## src/rtl/stream_deserializer.sv

```systemverilog
// Word-to-frame deserializer: gathers up to N words into one parallel frame.
// Supports start-of-frame realignment, selectable slot order and a one-frame skid on backpressure.
module stream_deserializer #(
  parameter int N          = 4,
  parameter int DATA_WIDTH = 16,
  parameter int ORDER      = 0
) (
  input  logic                      i_clk,
  input  logic                      i_rst,
  input  logic [DATA_WIDTH-1:0]     i_data,
  input  logic                      i_valid,
  input  logic                      i_sof,
  input  logic [$clog2(N+1)-1:0]    i_len,
  output logic                      o_ready,
  output logic [N*DATA_WIDTH-1:0]   o_data,
  output logic [$clog2(N+1)-1:0]    o_count,
  output logic                      o_valid,
  input  logic                      i_ready,
  output logic                      o_err
);

  localparam int LW = $clog2(N+1);

  typedef enum logic {ST_ACC, ST_HOLD} state_e;
  typedef logic [N-1:0][DATA_WIDTH-1:0] frame_t;

  state_e        state_q;
  logic [LW-1:0] idx_q;
  logic [LW-1:0] len_q;
  logic [LW-1:0] count_q;
  frame_t        acc_q;
  frame_t        data_q;
  logic          valid_q;
  logic          err_q;

  logic          accept;
  logic          free;
  logic          restart;
  logic          last;
  logic [LW-1:0] eff_len;
  logic [LW-1:0] cur_len;
  logic [LW-1:0] cur_idx;
  logic [LW-1:0] slot;
  frame_t        acc_d;
  frame_t        frame_d;
  frame_t        hold_frame_d;

  // Slots at or beyond the frame length are delivered as zero.
  function automatic frame_t mask_frame(input frame_t f, input logic [LW-1:0] len);
    frame_t m;
    m = '0;
    for (int k = 0; k < N; k++) begin
      if (LW'(k) < len) m[k] = f[k];
    end
    return m;
  endfunction

  assign o_ready = (state_q == ST_ACC) && !i_rst;
  assign o_data  = data_q;
  assign o_count = count_q;
  assign o_valid = valid_q;
  assign o_err   = err_q;

  // NOTE: every signal written here gets a default first, so no latch can be inferred.
  always_comb begin
    accept  = i_valid && o_ready;
    free    = !valid_q || i_ready;
    restart = (idx_q == '0) || i_sof;
    eff_len = ((i_len == '0) || (i_len > LW'(N))) ? LW'(N) : i_len;
    cur_len = restart ? eff_len : len_q;
    cur_idx = restart ? '0 : idx_q;
    last    = (cur_idx == cur_len - LW'(1));
    slot    = (ORDER != 0) ? (cur_len - LW'(1) - cur_idx) : cur_idx;

    acc_d = acc_q;
    for (int k = 0; k < N; k++) begin
      if (LW'(k) == slot) acc_d[k] = i_data;
    end
    frame_d      = mask_frame(acc_d, cur_len);
    hold_frame_d = mask_frame(acc_q, len_q);
  end

  // NOTE: sequential state uses non-blocking assignments only; later assignments
  // in the same block override earlier defaults (e.g. valid_q load beats clear).
  always_ff @(posedge i_clk or posedge i_rst) begin
    if (i_rst) begin
      state_q <= ST_ACC;
      idx_q   <= '0;
      len_q   <= '0;
      count_q <= '0;
      // NOTE: the accumulator is reset too; it is small and keeps its contents deterministic.
      acc_q   <= '0;
      data_q  <= '0;
      valid_q <= 1'b0;
      err_q   <= 1'b0;
    end else begin
      err_q <= accept && i_sof && (idx_q != '0);
      if (i_ready) valid_q <= 1'b0;

      unique case (state_q)
        ST_ACC: begin
          if (accept) begin
            len_q <= cur_len;
            if (last) begin
              idx_q <= '0;
              if (free) begin
                data_q  <= frame_d;
                count_q <= cur_len;
                valid_q <= 1'b1;
              end else begin
                acc_q   <= acc_d;
                state_q <= ST_HOLD;
              end
            end else begin
              acc_q <= acc_d;
              idx_q <= cur_idx + LW'(1);
            end
          end
        end
        ST_HOLD: begin
          if (free) begin
            data_q  <= hold_frame_d;
            count_q <= len_q;
            valid_q <= 1'b1;
            idx_q   <= '0;
            state_q <= ST_ACC;
          end
        end
        default: state_q <= ST_ACC;
      endcase
    end
  end

endmodule

```

## config.mk

```make
export PLATFORM = sky130hd
export DESIGN_NAME = stream_deserializer
export DESIGN_NICKNAME = d
export VERILOG_FILES = /design/src/rtl/stream_deserializer.sv
export SDC_FILE = /design/constraint.sdc
export NUM_CORES = 1
export LEC_CHECK = 0
export BUFFER_PORTS_ARGS = -buffer_cell sky130_fd_sc_hd__buf_4
export CORE_ASPECT_RATIO = 1.5
export CORE_MARGIN = 5
export CORE_UTILIZATION = 49
export CTS_BUF_LIST = sky130_fd_sc_hd__clkbuf_2
export CTS_CLUSTER_SIZE = 20
export DETAILED_ROUTE_END_ITERATION = 6
export PLACE_DENSITY = 0.7
export SETUP_SLACK_MARGIN = 0.15
export SYNTH_ARGS = -nofsm -noshare
export SYNTH_HDL_FRONTEND = slang
export SYNTH_SLANG_ARGS = --single-unit
```

## constraint.sdc

```tcl
create_clock -name i_clk -period 12.25 [get_ports i_clk]
set_input_delay 1.8375 -clock i_clk [delete_from_list [all_inputs] [get_ports i_clk]]
set_output_delay 1.8375 -clock i_clk [all_outputs]
set_load 0.01 [all_outputs]
```

==> flow_summary.json, run 1 <==
{
  "status": "finished, final reports clean",
  "power.share.combinational_pct": 33.5,
  "yosys.area.top_type_share_pct": 53.5,
  "cts_buffers": 17,
  "maxSlewHeadroom_pct": 19.2,
  "drtAntennaViolNets": 0,
  "fin_skew_ns": 0.0380,
  "p_per_area_mw_per_mm2": 202,
  "nets": 586,
  "worstMarginPinSlew_ns": 1.21,
  "cts.htree.levels": 4,
  "cp.required_ns": 10.41,
  "yosysWarningCount": 0,
  "p_clk_share_pct": 19.7,
  "hold_viol": 0,
  "grt_max_degree": 89,
  "setup_viol": 0,
  "cp_common_cell": "buf_4",
  "critPathCaptureType": "primary output",
  "initial_core_util_pct": 50.1,
  "core-area_mm2": 0.0131,
  "fin_crit_ns": 4.02,
  "antenna_found_initial": 1,
  "cts_sinks": 140,
  "synthCells": 464,
  "grt_pass1_wl_mm": 24.5,
  "peakVddDrop_mv": 0.111,
  "wl_mm": 15.2,
  "synth_edf_count": 0,
  "synth_top_flop_cell": "dfrtp_1",
  "die_h_um": 152,
  "synth_cell_type_count": 55,
  "drc_errors": 0,
  "cts_tree": "built",
  "crit_chain": "buf_4, nor2_1, buf_4",
  "yosysTopAreaCell": "dfrtp_1",
  "grt_pass1_vias": 4629,
  "syn_area_mm2": 0.00655,
  "drive_gt1_share_pct": 41.8,
  "drtPass1Iterations": 5,
  "ys_ff_latch": 140,
  "p_leak_nw": 3.73,
  "drt_iter0_markers": 193,
  "synthArstFlopShare_pct": 100,
  "ctsLongestPathBuffers": 2,
  "overflow": 0,
  "vias": 4319,
  "critPathSlowestCell": "buf_4",
  "worstPathMaxFanout": 3,
  "clock_latency_ns": 0.68,
  "post_cts_buffers": 0,
  "path_class": "in2out",
  "p_sw_share_pct": 31.9,
  "clk_pin_slew_ns": 0.20,
  "hpwl_mm": 10.5,
  "dieArea_mm2": 0.0158,
  "syn_nets": 494,
  "place_ws_ns": 7.71,
  "post_cts_resize_count": 0,
  "crit_path_start_kind": "input port",
  "ctsHoldBuffers": 0,
  "slowest_delay_ns": 0.13,
  "syn_to_final_growth_pct": 16.5,
  "cap_violations": 0,
  "fmax_ghz": 0.249,
  "setup_ws_ns": 8.23,
  "hold_class": "reg2reg",
  "viasPerCell": 5.92,
  "syn_avg_cell_area_um2": 14.1,
  "setup_tns_ns": 0,
  "ys_seq_area_share_pct": 53.5,
  "period_share_pct": 32.8,
  "avgRoutedWirePerCell_um": 20.8,
  "crit_arrival_ns": 2.18,
  "track_usage_pct": 19.7,
  "chipWidth_um": 104,
  "rsz0062_at_grt": "false",
  "path_delay_family": "buffers and inverters",
  "cp_num_buf_inv": 2,
  "p_int_mw": 1.05,
  "gp_congestion": 0.918,
  "cts-root-buf": "clkbuf_2",
  "drv_slew": 0,
  "io_pins": 94,
  "portBuffers": 93,
  "rows": 51,
  "netlist_top_cells_area": "dfrtp_1 (53%), mux2_2 (14%), mux2_1 (7.4%)",
  "switchingPower_uw": 491,
  "pwr-share-seq_pct": 46.8
}
[worst paths after layout]
kind	cells after the start	slack, ns	endpoint	from
max	3	8.23	o_ready	i_rst
min	1	0.51	acc_q[37]	acc_q[37]
max reg2reg	5	9.38	acc_q[14]	len_q[1]
min reg2reg	1	0.51	acc_q[37]	acc_q[37]
max in group asynchronous	3	9.75	acc_q[12]	i_rst
min in group asynchronous	2	1.30	len_q[2]	i_rst
[kinds of logic (layout without fill, tap and decap cells)]
family,after synthesis,count (layout),synth area share (%)
and+or+nand+nor,49,49,4.49
AOI/OAI and AO/OA,98,98,13.8
xor gates and xnor gates,1,1,0.134
adders and majority gates,6,6,1.15
DFF,140,140,53.5
other,0,1,0
muxes,136,136,24.0
buffers and inverters,34,139,2.96
[registers in the layout, summed over array words and instances (netlist names)]
signal / cells
idx_q: 3
o_valid: 1
o_data: 64
o_err: 1
state_q: 1
o_count: 3
acc_q: 64
len_q: 3
[through the flow]
stage          hold slack [ns]  std cells  instance area (µm²)  power [mW]  utilization, %
5_1_grt                  0.538        729                 7630        1.63            58.3
4_1_cts                  0.517        728                 7630        1.56            58.3
2_1_floorplan            0.459        464                 6550        1.03               -
6_report                 0.515        729                 7630        1.54            58.3
3_5_place_dp             0.480        696                 7340        1.25            56.1
3_3_place_gp             0.468        696                 7340        1.23            56.1
[cells in the final DEF (no fill, tap or decap), types with 3 or more instances in the layout]
cell type,count
bufinv_16,4
mux2_1,43
nand2b_1,3
nor2b_1,9
a21oi_1,3
clkbuf_2,17
inv_1,6
o211ai_1,3
nand2_1,10
clkinv_4,5
dfrtp_1,140
o21ai_0,3
mux2_4,10
a32o_1,16
nor2_1,8
a22o_1,51
mux2_2,82
ha_1,6
clkinv_2,4
buf_4,99
[synthesized netlist by cell type (2+ instances only)]
library cell / instances
o21ai_0: 3
a22o_1: 51
o2111ai_1: 2
buf_6: 4
mux2_4: 10
a32o_1: 16
nand3_1: 2
nand3b_1: 2
o211ai_1: 3
o21bai_1: 2
a2111oi_4: 2
or2_2: 2
a211oi_1: 2
a21oi_1: 3
mux2_2: 82
nand2_1: 10
nor2b_1: 9
ha_1: 6
and3_1: 2
nor2_1: 8
buf_4: 3
a21o_1: 2
nand2b_1: 3
inv_1: 7
clkbuf_1: 11
mux2_1: 43
dfrtp_1: 140
buf_2: 7
[routing by layer]
metal	routed length, µm	GRT usage [%]	up-vias	share of wire, %
met5	0	0	-	0
met4	428	8.49	0	2.8
met3	606	4.11	30	4.0
met2	8270	35.8	104	54
met1	5890	22.2	2242	39
li1	-	-	1943	-
[layout make-up]
class	instances	area [µm²]
sequential	140	3500
inverter	8	35.0
antenna	1	2.50
clock inverter	15	199
timing repair buffer	99	743
clock buffer	17	85.1
multi-input combinational	290	2860
tap	159	199
fill	1052	5450
[power by group through the flow]
stage          logic [mW]  clock network, mW  registers, mW
2_1_floorplan       0.286                  0          0.741
3_3_place_gp        0.509                  0          0.724
3_5_place_dp        0.522                  0          0.731
4_1_cts             0.525              0.311          0.720
5_1_grt             0.560              0.334          0.741
6_report            0.516              0.303          0.720
Note: power is estimated with default switching activity, not from simulation.
==> run 2, diff against run 1 <==
==> constraint.sdc (replaced) <==
create_clock -name i_clk -period 3.9 [get_ports i_clk]
set_input_delay 0.585 -clock i_clk [delete_from_list [all_inputs] [get_ports i_clk]]
set_output_delay 0.585 -clock i_clk [all_outputs]
set_load 0.01 [all_outputs]
==> flow_summary.json, run 2 (synthesis gave the netlist of run 1 again) <==
{
  "fmax_ghz": 0.350,
  "layout.cells.most_common": "dfrtp_1",
  "overflow": 0,
  "rrSetupSlack_ns": 1.04,
  "gp_congestion": 0.933,
  "cts_sinks": 140,
  "p_per_area_mw_per_mm2": 633,
  "grtUsageMet2_pct": 35.5,
  "cts_tree": "built",
  "setup_viol": 0,
  "pwr-share-seq_pct": 46.8,
  "post_cts_buffers": 0,
  "status": "finished, final reports clean",
  "grt_util_met1_pct": 23.5,
  "crit_path_start_kind": "flop",
  "power.share.combinational_pct": 33.9,
  "hpwl_mm": 10.5,
  "hold_class": "in2async",
  "timing.hold.ws_ns": 0.0620,
  "rows": 51,
  "grt_pass1_wl_mm": 25.2,
  "drt_iter0_markers": 231,
  "cts_buffers": 17,
  "cp.required_ns": 4.47,
  "post_cts_resize_count": 0,
  "cap_violations": 0,
  "fin_skew_ns": 0.0223,
  "cts.htree.levels": 4,
  "path_class": "reg2reg",
  "worstPathMaxFanout": 16,
  "worstMarginPinSlew_ns": 1.21,
  "top_usage_layer": "met2",
  "initial_core_util_pct": 50.1,
  "maxSlewHeadroom_pct": 19.3,
  "hold_viol": 0,
  "grt_util_met3_pct": 4.41,
  "fin_crit_ns": 2.86,
  "grt_max_degree": 141,
  "syn_to_final_growth_pct": 16.4,
  "cts-root-buf": "clkbuf_2",
  "chipWidth_um": 104,
  "ctsHoldBuffers": 0,
  "grt_pass1_vias": 4716,
  "final_cell_mix": "dfrtp_1 (140), buf_4 (98), mux2_2 (82)",
  "ctsLongestPathBuffers": 2,
  "p_int_mw": 3.29,
  "vias": 4293,
  "drive_gt1_share_pct": 41.3,
  "crit_arrival_ns": 3.42,
  "viasPerCell": 5.89,
  "clk_pin_slew_ns": 0.20,
  "antenna_found_initial": 1,
  "nets": 586,
  "clock_latency_ns": 0.68,
  "r2r_end": "acc_q[8]",
  "core-area_mm2": 0.0131,
  "portBuffers": 93,
  "switchingPower_mw": 1.54,
  "peakVddDrop_mv": 0.323,
  "die_h_um": 152,
  "drtPass1Iterations": 4,
  "rsz0062_at_grt": "false",
  "critPathCaptureType": "flop",
  "setup_tns_ns": 0,
  "wl_mm": 15.4,
  "period_share_pct": 73.2,
  "drc_errors": 0,
  "worstRegToRegCells": 5,
  "track_usage_pct": 20.1,
  "drv_slew": 0,
  "io_pins": 94,
  "drtAntennaViolNets": 0,
  "avgRoutedWirePerCell_um": 21.2,
  "p_clk_share_pct": 19.3,
  "dieArea_mm2": 0.0158,
  "p_sw_share_pct": 31.8,
  "r2r-start": "len_q[1]",
  "p_leak_nw": 3.72
}
-- run 2: cell count changes in the layout (fill, tap and decap cells not counted), sizes merged --
cell,previous run,this run
clkbuf,17,19
clkinv,10,8
clkinvlp,2,3
inv,7,6
-- run 2: area by class of cell --
type / instances / area (µm²)
Clock buffer: 19 / 95.1
Inverter: 8 / 33.8
Multi-Input combinational cell: 290 / 2860
Timing Repair Buffer: 99 / 756
Tap cell: 159 / 199
Fill cell: 1076 / 5450
Sequential cell: 140 / 3500
Antenna cell: 1 / 2.50
Clock inverter: 13 / 174
-- run 2: worst max-delay path by stage --
stage	from	endpoint	cells past startpoint
floorplan	i_len[0]	acc_q[34]	8
global placement	i_len[0]	acc_q[7]	8
CTS	len_q[1]	acc_q[8]	5
detailed placement	i_len[0]	acc_q[8]	8
finish	len_q[1]	acc_q[8]	5
global route	len_q[1]	acc_q[8]	5
-- run 2: power groups by stage --
stage	clock [mW]	combinational, mW	sequential [mW]
2_1_floorplan	0	0.898	2.33
3_5_place_dp	0	1.66	2.29
6_report	0.935	1.64	2.26
5_1_grt	1.03	1.78	2.32
3_3_place_gp	0	1.61	2.27
4_1_cts	0.964	1.67	2.26
-- run 2: worst max-delay path, cell delays in order, from the launching register on --
cell,delay (ns)
dfrtp_1,0.51
or3_4,0.46
nand4b_1,0.29
a2111oi_4,0.15
nor4_4,0.90
mux2_2,0.42
-- run 2: through the flow --
stage / cell area [µm²] / power [mW] / util (%) / instances / worst slack, ns
5_1_grt: 7630 / 5.14 / 58.3 / 729 / 0.880
6_report: 7630 / 4.83 / 58.3 / 729 / 1.04
4_1_cts: 7620 / 4.89 / 58.3 / 728 / 1.03
3_5_place_dp: 7360 / 3.95 / 56.2 / 696 / 0.566
3_3_place_gp: 7360 / 3.88 / 56.2 / 696 / 0.694
2_1_floorplan: 6550 / 3.22 / - / 464 / 1.19
-- run 2: layer usage --
| layer | vias up | routed length [µm] |
|---|---|---|
| met5 | - | 0 |
| met4 | 0 | 442 |
| met3 | 27 | 663 |
| met2 | 115 | 8210 |
| met1 | 2213 | 6120 |
| li1 | 1938 | - |
